### config.mk
export PLATFORM = sky130hd
export DESIGN_NAME = serial_frame_rx
export DESIGN_NICKNAME = d
export VERILOG_FILES = /design/src/rtl/serial_link_pkg.sv /design/src/rtl/rx_shift_reg.sv /design/src/rtl/serial_frame_rx.sv
export SDC_FILE = /design/constraint.sdc
export NUM_CORES = 1
export LEC_CHECK = 0
export CAP_MARGIN = 20
export CORE_MARGIN = 2
export CORE_UTILIZATION = 45
export DETAILED_ROUTE_END_ITERATION = 6
export PLACE_DENSITY = 0.76
export SYNTH_ARGS = -nofsm -noshare
export SYNTH_HDL_FRONTEND = slang
export SYNTH_HIERARCHICAL = 1
export SYNTH_SLANG_ARGS = --single-unit
### constraint.sdc
create_clock -name clk -period 4.5 [get_ports clk]
set_clock_uncertainty 0.2 [all_clocks]
set_input_delay 1.35 -clock clk [delete_from_list [all_inputs] [get_ports clk]]
set_output_delay 1.35 -clock clk [all_outputs]
set_load 0.02 [all_outputs]
### src/rtl/serial_link_pkg.sv
// Shared definitions for the shift-register serial link: receiver state
// encoding, line-level constants and the even-parity helper. The matching
// transmitter imports the same package.
package serial_link_pkg;

  typedef enum logic [2:0] {
    IDLE,
    DATA,
    PARITY,
    STOP,
    BREAK
  } rx_state_t;

  localparam logic START_BIT = 1'b0;
  localparam logic STOP_BIT  = 1'b1;
  localparam logic LINE_IDLE = 1'b1;

  // Returns 1 when the data bits plus the parity bit have odd weight, i.e.
  // an even-parity check fails. Unused upper word bits must be zero.
  function automatic logic even_parity_err(input logic [15:0] word, input logic par);
    return (^word) ^ par;
  endfunction

endpackage

### src/rtl/rx_shift_reg.sv
// Serial-in, shift-right register: on each enabled cycle the serial bit
// enters at the MSB and every other bit moves one place towards the LSB,
// so after DATA_W shifts the first bit received sits in bit 0.
module rx_shift_reg #(
  parameter int DATA_W = 8
) (
  input  logic              clk,
  input  logic              clear_n,
  input  logic              shift_en,
  input  logic              sin,
  output logic [DATA_W-1:0] q
);

  logic [DATA_W-1:0] q_q;

  generate
    if (DATA_W == 1) begin : g_single
      // Single-bit register simply captures the line.
      always_ff @(posedge clk or negedge clear_n) begin
        if (!clear_n)      q_q <= '0;
        else if (shift_en) q_q <= sin;
      end
    end else begin : g_multi
      // Shift right, serial data in at the MSB.
      // NOTE: state is cleared by the async reset and updated only with
      // non-blocking assignments, so every reader sees the pre-edge value.
      always_ff @(posedge clk or negedge clear_n) begin
        if (!clear_n)      q_q <= '0;
        else if (shift_en) q_q <= {sin, q_q[DATA_W-1:1]};
      end
    end
  endgenerate

  assign q = q_q;

endmodule

### src/rtl/serial_frame_rx.sv
// Receiver for the shift-register serial link. Samples the line on each
// bit strobe, deserializes a start/data/stop frame (LSB first), checks
// framing and hands the word to the consumer over a valid/rd handshake.
// Optional even-parity bit after the data: define RX_PARITY_EN.
module serial_frame_rx
  import serial_link_pkg::*;
#(
  parameter int DATA_W = 8
) (
  input  logic              clk,
  input  logic              clear_n,
  input  logic              sin,
  input  logic              bit_en,
  input  logic              rd,
  output logic [DATA_W-1:0] data,
  output logic              valid,
  output logic              frame_err,
  output logic              overrun,
  output logic              busy
);

  localparam int CNT_W = $clog2(DATA_W + 1);
  localparam logic [CNT_W-1:0] LAST_BIT = CNT_W'(DATA_W - 1);

  rx_state_t         state_q, state_d;
  logic [CNT_W-1:0]  cnt_q, cnt_d;
  logic [DATA_W-1:0] data_q, data_d;
  logic              valid_q, valid_d;
  logic              frame_err_q, frame_err_d;
  logic              overrun_q, overrun_d;
  logic              shift_en;
  logic              commit;
  logic [DATA_W-1:0] shreg;
`ifdef RX_PARITY_EN
  logic              par_err_q, par_err_d;
`endif

  rx_shift_reg #(.DATA_W(DATA_W)) u_shreg (
    .clk      (clk),
    .clear_n  (clear_n),
    .shift_en (shift_en),
    .sin      (sin),
    .q        (shreg)
  );

  // Frame FSM: next state, bit counter, shift enable and framing verdict.
  // NOTE: every signal assigned here gets a default first, so no path can
  // leave one unassigned and infer a latch.
  always_comb begin
    state_d     = state_q;
    cnt_d       = cnt_q;
    shift_en    = 1'b0;
    frame_err_d = 1'b0;
    commit      = 1'b0;
`ifdef RX_PARITY_EN
    par_err_d   = par_err_q;
`endif
    case (state_q)
      IDLE: begin
        if (bit_en && sin == START_BIT) begin
          state_d = DATA;
          cnt_d   = '0;
`ifdef RX_PARITY_EN
          par_err_d = 1'b0;
`endif
        end
      end
      DATA: begin
        if (bit_en) begin
          shift_en = 1'b1;
          cnt_d    = cnt_q + 1'b1;
          if (cnt_q == LAST_BIT) begin
`ifdef RX_PARITY_EN
            state_d = PARITY;
`else
            state_d = STOP;
`endif
          end
        end
      end
      PARITY: begin
`ifdef RX_PARITY_EN
        if (bit_en) begin
          par_err_d = even_parity_err(16'(shreg), sin);
          state_d   = STOP;
        end
`else
        state_d = IDLE;
`endif
      end
      STOP: begin
        if (bit_en) begin
          if (sin == STOP_BIT) begin
            state_d = IDLE;
`ifdef RX_PARITY_EN
            if (par_err_q) frame_err_d = 1'b1;
            else           commit      = 1'b1;
`else
            commit = 1'b1;
`endif
          end else begin
            // Line still low at the stop position: treat as a break.
            frame_err_d = 1'b1;
            state_d     = BREAK;
          end
        end
      end
      BREAK: begin
        if (bit_en && sin == LINE_IDLE) state_d = IDLE;
      end
      default: state_d = IDLE;
    endcase
  end

  // Output word, valid flag and overrun flag from commits and pops.
  always_comb begin
    data_d    = data_q;
    valid_d   = valid_q;
    overrun_d = overrun_q;
    if (commit) begin
      // A pop on the commit cycle frees the slot, so the new word lands.
      if (!valid_q || rd) begin
        data_d  = shreg;
        valid_d = 1'b1;
      end else begin
        overrun_d = 1'b1;
      end
    end else if (rd && valid_q) begin
      valid_d   = 1'b0;
      overrun_d = 1'b0;
    end
  end

  // State and handshake registers.
  always_ff @(posedge clk or negedge clear_n) begin
    if (!clear_n) begin
      state_q     <= IDLE;
      cnt_q       <= '0;
      data_q      <= '0;
      valid_q     <= 1'b0;
      frame_err_q <= 1'b0;
      overrun_q   <= 1'b0;
`ifdef RX_PARITY_EN
      par_err_q   <= 1'b0;
`endif
    end else begin
      state_q     <= state_d;
      cnt_q       <= cnt_d;
      data_q      <= data_d;
      valid_q     <= valid_d;
      frame_err_q <= frame_err_d;
      overrun_q   <= overrun_d;
`ifdef RX_PARITY_EN
      par_err_q   <= par_err_d;
`endif
    end
  end

  assign data      = data_q;
  assign valid     = valid_q;
  assign frame_err = frame_err_q;
  assign overrun   = overrun_q;
  assign busy      = (state_q != IDLE);

endmodule

Word level (Yosys, flattened, before mapping)
Cells that the tools add are included.

storage, ports and cells
  output and inout bits = 12
  word-level logic and storage cells = 57
  input bits = 5
  RAM bits = 0
  memories = 0
  bits in latches = 0
  bits in registers = 26
  bits in read-only memories = 0

operators by class
  equality and inequality tests = 11
  multiplexer cells = 23
  $mul = 0
  bitwise gates (word level) = 1
  reduce and logical (&&, ||, !) cells = 14
  $lt $le $gt $ge = 0
  add/subtract/negate cells = 1
  shift-type cells = 0
  divide/modulo/power cells = 0

operator list
  cell                                                   count
  two-way mux 3 bit                                      6
  two-way mux 1 bit                                      13
  inequality test 2 bit, second input constant           6
  one-hot mux 3 bit (4 select lines)                     1
  two-way mux 4 bit                                      2
  one-hot mux 4 bit (2 select lines)                     1
  AND reduction 2 bit                                    3
  AND reduction 5 bit                                    1
  adder 4 x 1 -> 4 bit, second input constant            1
  == test 4 x 3 -> 1 bit, second input constant          1
  nonzero test 2 bit                                     2
  == test 3 x 1 -> 1 bit, second input constant          1
  == test 3 x 2 -> 1 bit, second input constant          1
  == test 3 bit, second input constant                   1
  logical AND 1 bit                                      3
  logical NOT 3 bit                                      1
  AND reduction 3 bit                                    1
  nonzero test 3 bit                                     1
  inequality test 2 x 1 -> 1 bit, second input constant  1
  logical NOT 1 bit                                      1
  logical OR 1 bit                                       1
  inverter 1 bit                                         1

Depth between registers and ports, before layout
Gate-level depths: netlist of run 1.

  depth in word-level cells = 5
  depth in mapped cells = 4
  depth with buffers taken out = 4

Hierarchy
The synthesis of run 1 kept the hierarchy.

modules (own cells, without submodules)
  module           cells each  times used  area each (um^2)
  serial_frame_rx  59          1           804.5
  rx_shift_reg     17          1           331.6

Least setup slack after synthesis of run 1
Ideal clock, no wire load.

  path kind = reg2out
  from = register state_q[0]
  to = output busy
  arrival time = 1.030 ns
  path slack = 1.920 ns
  stages on the path, launching flop included = 3
  required time = 2.950 ns
  cells stage by stage = dfrtp_1 > clkbuf_2 > or3_2

between the ends
  word-level cells in the longest chain between the ends = 1

RTL lines
  item                      RTL line                RTL
  start: declaration        serial_frame_rx.sv:25   rx_state_t state_q, state_d;
  start signal: assignment  serial_frame_rx.sv:147  state_q <= state_d;
  nonzero test 3 bit        serial_frame_rx.sv:163  assign busy = (state_q != IDLE);
  end: declaration          serial_frame_rx.sv:19   output logic busy

No other way between the ends.

Final worst setup path of run 1
Ends and elaborated chain as after synthesis.

==> flow_summary.json, run 1 <==
{
  "cts_hold_buf": 0,
  "critPathLaunch": "state_q[0]",
  "worstReg2RegStart": "state_q[0]",
  "cp_slowest_stage_delay_ns": 0.55,
  "htreeDepth": 1,
  "top_usage_layer": "met2",
  "layout.nets": 102,
  "diodes": 0,
  "drive_above_1_share_pct": 32.63,
  "required_ns": 2.95,
  "timing.slew.headroom_pct": 76.45,
  "hold_class": "flop to flop",
  "synthCells": 76,
  "pwr-share-comb_pct": 36.1,
  "worst-setup-path-type": "flop to output pin",
  "die-area_mm2": 0.002943,
  "reg2regPathDepth": 3,
  "ant_nets": 0,
  "worstMarginPinSlew_ns": 0.3533,
  "drc": 0,
  "portBuffers": 16,
  "tns_ns": 0,
  "power_per_cell_area_mw_per_mm2": 621.8,
  "intPower_w": 0.0006022,
  "cts_setup_buffers": 0,
  "min_to": "data[7]",
  "met1_usage_pct": 21.07,
  "yosys_warnings": 6,
  "yosys.area.top_type": "dfrtp_1",
  "tritoncts": "done",
  "path_max_fanout": 10,
  "critPathLaunchType": "flop",
  "root_buffer": "clkbuf_4",
  "p_switching_w": 0.0002545,
  "grt_setup_unrepaired": "no",
  "fmax_mhz": 292.2,
  "grt_overflow": 0,
  "drv_cap": 0,
  "insertion_delay_ns": 0.32,
  "gp_congestion": 0.7183,
  "clk_path_buf_depth": 2,
  "r2r_slack_ns": 2.83,
  "cp_data_arrival_time_ns": 1.87,
  "synth_top_area_share_pct": 57.27,
  "cp_slowest_cell": "clkdlybuf4s50_1",
  "use_met2_pct": 22.69,
  "synth.net_count": 82,
  "slew_violations": 0,
  "cts_buffers": 3,
  "async_flop_share_pct": 100.0,
  "synth_area_per_cell_um2": 14.95,
  "filler_cell_count": 209,
  "r2r_end": "cnt_q[3]",
  "synth_flop_cell": "dfrtp_1",
  "die-height_um": 54.25,
  "rows": 18,
  "place_area_mm2": 0.001325,
  "die_width_um": 54.25,
  "start_util_pct": 46.71,
  "cts.clk_slew.worst_paths_ns": 0.14,
  "antenna_found_initial": 0,
  "use_met3_pct": 6.011,
  "drt-total-wl_mm": 1.736,
  "final_hold_viol_count": 0,
  "detailed_place_hpwl_mm": 1.234,
  "synth_area_mm2": 0.001136,
  "min_period_ns": 3.422,
  "status": "complete, no violations",
  "finalCritPeriodShare_pct": 76.05,
  "grt_pass1_vias": 688,
  "worst_ir_drop_vdd_uv": 434.9,
  "swShare_pct": 29.70,
  "vias": 671,
  "drtIter0Drc": 5,
  "ys_ff_latch": 26,
  "synthTopCellsByArea": "dfrtp_1 (57%), mux2_4 (11%), mux2_2 (9.9%)",
  "core_area_mm2": 0.002432,
  "synth_enable_flop_cells": 0,
  "yosys.cell_count.top_type": "dfrtp_1",
  "io_pins": 17,
  "clkSinkCount": 26,
  "viasPerCell": 5.368,
  "drt_first_pass_iters": 4,
  "min_path_cells": 1,
  "fin_area_mm2": 0.001378,
  "worstHoldStart": "data[7]",
  "cts.repair.resized": 0,
  "p_leak_nw": 0.6225,
  "end_kind": "output pin",
  "yosysSeqAreaShare_pct": 57.27,
  "ys_types": 30,
  "grt_usage_pct": 15.25,
  "path_cells": "or3_2 > clkdlybuf4s50_1",
  "power_frac_seq_pct": 45.3,
  "grt_max_degree": 27,
  "grt_pass1_wl_mm": 3.201,
  "syn_to_final_growth_pct": 21.26,
  "wl_per_cell_um": 13.89,
  "synth_commonest_cells": "dfrtp_1 (26), mux2_2 (10), mux2_4 (8)",
  "p_clk_share_pct": 18.6,
  "setup_viol_count_final": 0
}
-- worst max-delay path: cells and delay by family (launching register included) --
family                 cells  cell delay (ns)
buffers and inverters      1             0.55
flip-flops                 1             0.50
AND/OR/NAND/NOR            1             0.51
-- cells by family (layout without fill, tap and decap cells) --
kind of cell,count (synthesis),after routing,share of synthesized area [%]
adders and majority gates,1,1,1.101
AOI/OAI and AO/OA,10,10,6.828
buffers and inverters,3,22,1.761
DFF,26,26,57.27
muxes,18,18,20.49
and+or+nand+nor,18,18,12.56
-- how the worst max path moves through the flow --
stage | endpoint | slack (ns) | cells past startpoint
finish | busy | 1.08 | 2
global route | busy | 0.97 | 2
CTS | busy | 1.06 | 2
detailed placement | u_shreg/q[5] | 1.39 | 3
global placement | u_shreg/q[0] | 1.43 | 3
floorplan | busy | 1.92 | 2
-- layout make-up --
| class | count | area (µm²) | area share [%] |
|---|---|---|---|
| Timing Repair Buffer | 17 | 167.7 | 12.17 |
| Clock inverter | 1 | 30.03 | 2.180 |
| Sequential cell | 26 | 650.6 | 47.23 |
| Clock buffer | 3 | 22.52 | 1.635 |
| Multi-Input combinational cell | 47 | 465.4 | 33.79 |
| Tap cell | 30 | 37.54 | 2.725 |
| Inverter | 1 | 3.754 | 0.2725 |
-- stage by stage --
step,utilization [%],total power (W),setup WS [ns],std cells,hold WS [ns]
final,56.64,0.0008566,1.078,125,0.3231
after CTS,56.64,0.0008662,1.062,125,0.3273
after detailed placement,54.48,0.0007054,1.392,121,0.2944
after global routing,56.64,0.0009138,0.9712,125,0.3391
after global placement,54.48,0.0006921,1.433,121,0.2870
after floorplan,-,0.0006058,1.920,76,0.2779
-- sequential cells by signal, summed over array words and instances, names as in the netlist --
signal,cells
state_q,3
valid,1
cnt_q,4
data,8
frame_err,1
overrun,1
u_shreg/q,8
-- metal layers --
layer  part of all wire [%]  up-vias  routed length (µm)
met1                     48      341                 826
met5                      0        -                   0
met4                      0        0                   0
met2                     47       16                 819
li1                       -      314                   -
met3                    5.2        0                  90
-- placed cells by master, fill, tap and decap left out, types with 2 or more instances in the layout --
| cell type | instances |
|---|---|
| a211oi_1 | 2 |
| clkbuf_4 | 3 |
| clkdlybuf4s50_1 | 16 |
| dfrtp_1 | 26 |
| mux2_2 | 10 |
| mux2_4 | 8 |
| nand2_1 | 3 |
| nand3_1 | 2 |
| nor3b_1 | 2 |
-- power by group through the flow --
stage / clock network, W / registers, W / logic (W)
2_1_floorplan: 0 / 0.000400 / 0.000205
3_3_place_gp: 0 / 0.000390 / 0.000302
3_5_place_dp: 0 / 0.000393 / 0.000312
4_1_cts: 0.000165 / 0.000388 / 0.000313
5_1_grt: 0.000176 / 0.000403 / 0.000335
6_report: 0.000160 / 0.000388 / 0.000309
Note: power is estimated with default switching activity, not from simulation.
==> inputs of run 2 (changes only) <==
- PLACE_DENSITY: 0.76 -> 0.79
- clock period: 4.5 -> 3 ns (I/O delays scaled with it)
==> run 2 against run 1 <==
Against the previous run:
- combinational power rose by 50%
- critical path depth did not move
- hold slack barely moved
- final area barely moved
- setup slack got worse by 1.0 ns
- first-iteration DRC count rose by 80%
- critical endpoint unchanged
- largest cell class unchanged
==> flow_summary.json, run 2 (same netlist as run 1, synthesis figures left out) <==
{
  "diodes": 0,
  "timing.slew.headroom_pct": 76.27,
  "hold_class": "flop to flop",
  "tns_ns": 0,
  "rows": 18,
  "cp_data_arrival_time_ns": 1.84,
  "reg2regPathDepth": 2,
  "drtIter0Drc": 9,
  "path_max_fanout": 10,
  "worstReg2RegStart": "state_q[1]",
  "dp_slack_ns": 0.3646,
  "gp_congestion": 0.7908,
  "final_hold_viol_count": 0,
  "worstMarginPinSlew_ns": 0.3559,
  "end_kind": "output pin",
  "power_per_cell_area_mw_per_mm2": 931.6,
  "drt-total-wl_mm": 1.765,
  "min_period_ns": 2.940,
  "start_util_pct": 46.71,
  "detailed_place_hpwl_mm": 1.216,
  "syn_to_final_growth_pct": 21.37,
  "critPathLaunch": "state_q[0]",
  "endpoint": "busy",
  "die_width_um": 54.25,
  "die-area_mm2": 0.002943,
  "root_buffer": "clkbuf_4",
  "viasPerCell": 5.408,
  "slew_violations": 0,
  "critPathLaunchType": "flop",
  "grt_pass1_vias": 664,
  "worst_ir_drop_vdd_uv": 686.6,
  "core_area_mm2": 0.002432,
  "clkSinkCount": 26,
  "vias": 676,
  "drc": 0,
  "grt_usage_pct": 15.02,
  "grt_max_degree": 27,
  "status": "complete, no violations",
  "die-height_um": 54.25,
  "htreeDepth": 1,
  "portBuffers": 16,
  "drv_cap": 0,
  "filler_cell_count": 206,
  "ff_latch_area_um2": 651.9,
  "grt_pass1_wl_mm": 3.091,
  "wl_per_cell_um": 14.12,
  "cp_slowest_stage_delay_ns": 0.54,
  "grt_setup_unrepaired": "no",
  "drt_first_pass_iters": 4,
  "r2r_end": "u_shreg/q[5]",
  "layout.nets": 102,
  "cp_slowest_cell": "clkdlybuf4s50_1",
  "r2r_slack_ns": 1.33,
  "multi_input_area_um2": 465.4,
  "p_leak_nw": 0.6220,
  "grt_overflow": 0,
  "cts.clk_slew.worst_paths_ns": 0.14,
  "tritoncts": "done",
  "antenna_found_initial": 0,
  "cts_buffers": 3,
  "required_ns": 1.90,
  "final_cell_mix": "dfrtp_1 (25), clkdlybuf4s50_1 (16), mux2_2 (10)",
  "finalCritPeriodShare_pct": 98.01,
  "fmax_mhz": 340.1,
  "final_common_cell": "dfrtp_1",
  "setup_slack_ns": 0.05962,
  "setup_viol_count_final": 0,
  "ant_nets": 0,
  "io_pins": 17,
  "drive_above_1_share_pct": 33.68,
  "path_cells": "or3_2 > clkdlybuf4s50_1",
  "worstHoldStart": "data[4]",
  "clk_path_buf_depth": 2,
  "worst-setup-path-type": "flop to output pin",
  "insertion_delay_ns": 0.32
}
-- run 2: changes by cell type in the layout (fill, tap and decap cells not counted) --
cell	change
dfrtp_1	-1
dfrtp_2	+1
-- run 2: repair_timing --
action	in CTS	in global routing
gates resized for setup	0	1
setup endpoints to repair	0	1
buffers inserted	0	0
hold buffers	0	0
-- run 2: per-stage QoR --
stage / hold slack, ns / total power (W) / area, µm² / cells / utilization, %
after global placement: 0.2875 / 0.001036 / 1325 / 121 / 54.48
after global routing: 0.3476 / 0.001368 / 1379 / 125 / 56.69
after CTS: 0.3301 / 0.001299 / 1378 / 125 / 56.64
final: 0.3234 / 0.001284 / 1379 / 125 / 56.69
after floorplan: 0.2779 / 0.0009087 / 1136 / 76 / -
after detailed placement: 0.2980 / 0.001058 / 1325 / 121 / 54.48
-- run 2: how the worst min path moves through the flow --
stage | endpoint | depth (start not counted)
finish | data[4] | 1
global route | data[7] | 1
CTS | data[5] | 1
detailed placement | data[4] | 1
global placement | data[1] | 1
floorplan | u_shreg/q[0] | 1
-- run 2: layer usage --
metal  track usage (%)  vias to the layer above  wire (µm)
li1                  -                      321          -
met1             19.68                      342        841
met2             24.10                       13        838
met3             5.738                        0         84
met4             2.500                        0          0
met5                 0                        -          0
-- run 2: area by class of cell --
| class | instances | area share, % |
|---|---|---|
| sequential | 26 | 47.28 |
| multi-input combinational | 47 | 33.76 |
| timing repair buffer | 17 | 12.16 |
| tap | 30 | 2.722 |
| clock inverter | 1 | 2.178 |
| clock buffer | 3 | 1.633 |
| inverter | 1 | 0.2722 |
-- run 2: worst max-delay path: cells and delay by family (launching register included) --
kind          cells  cell delay (ns)
buf+inv           1             0.54
flops             1             0.49
simple gates      1             0.48
-- run 2: power breakdown --
part | total [W] | switching (W) | internal, W
Sequential | 0.000585 | 0.000106 | 0.000479
Clock | 0.000236 | 0.000101 | 0.000135
Combinational | 0.000463 | 0.000173 | 0.000291
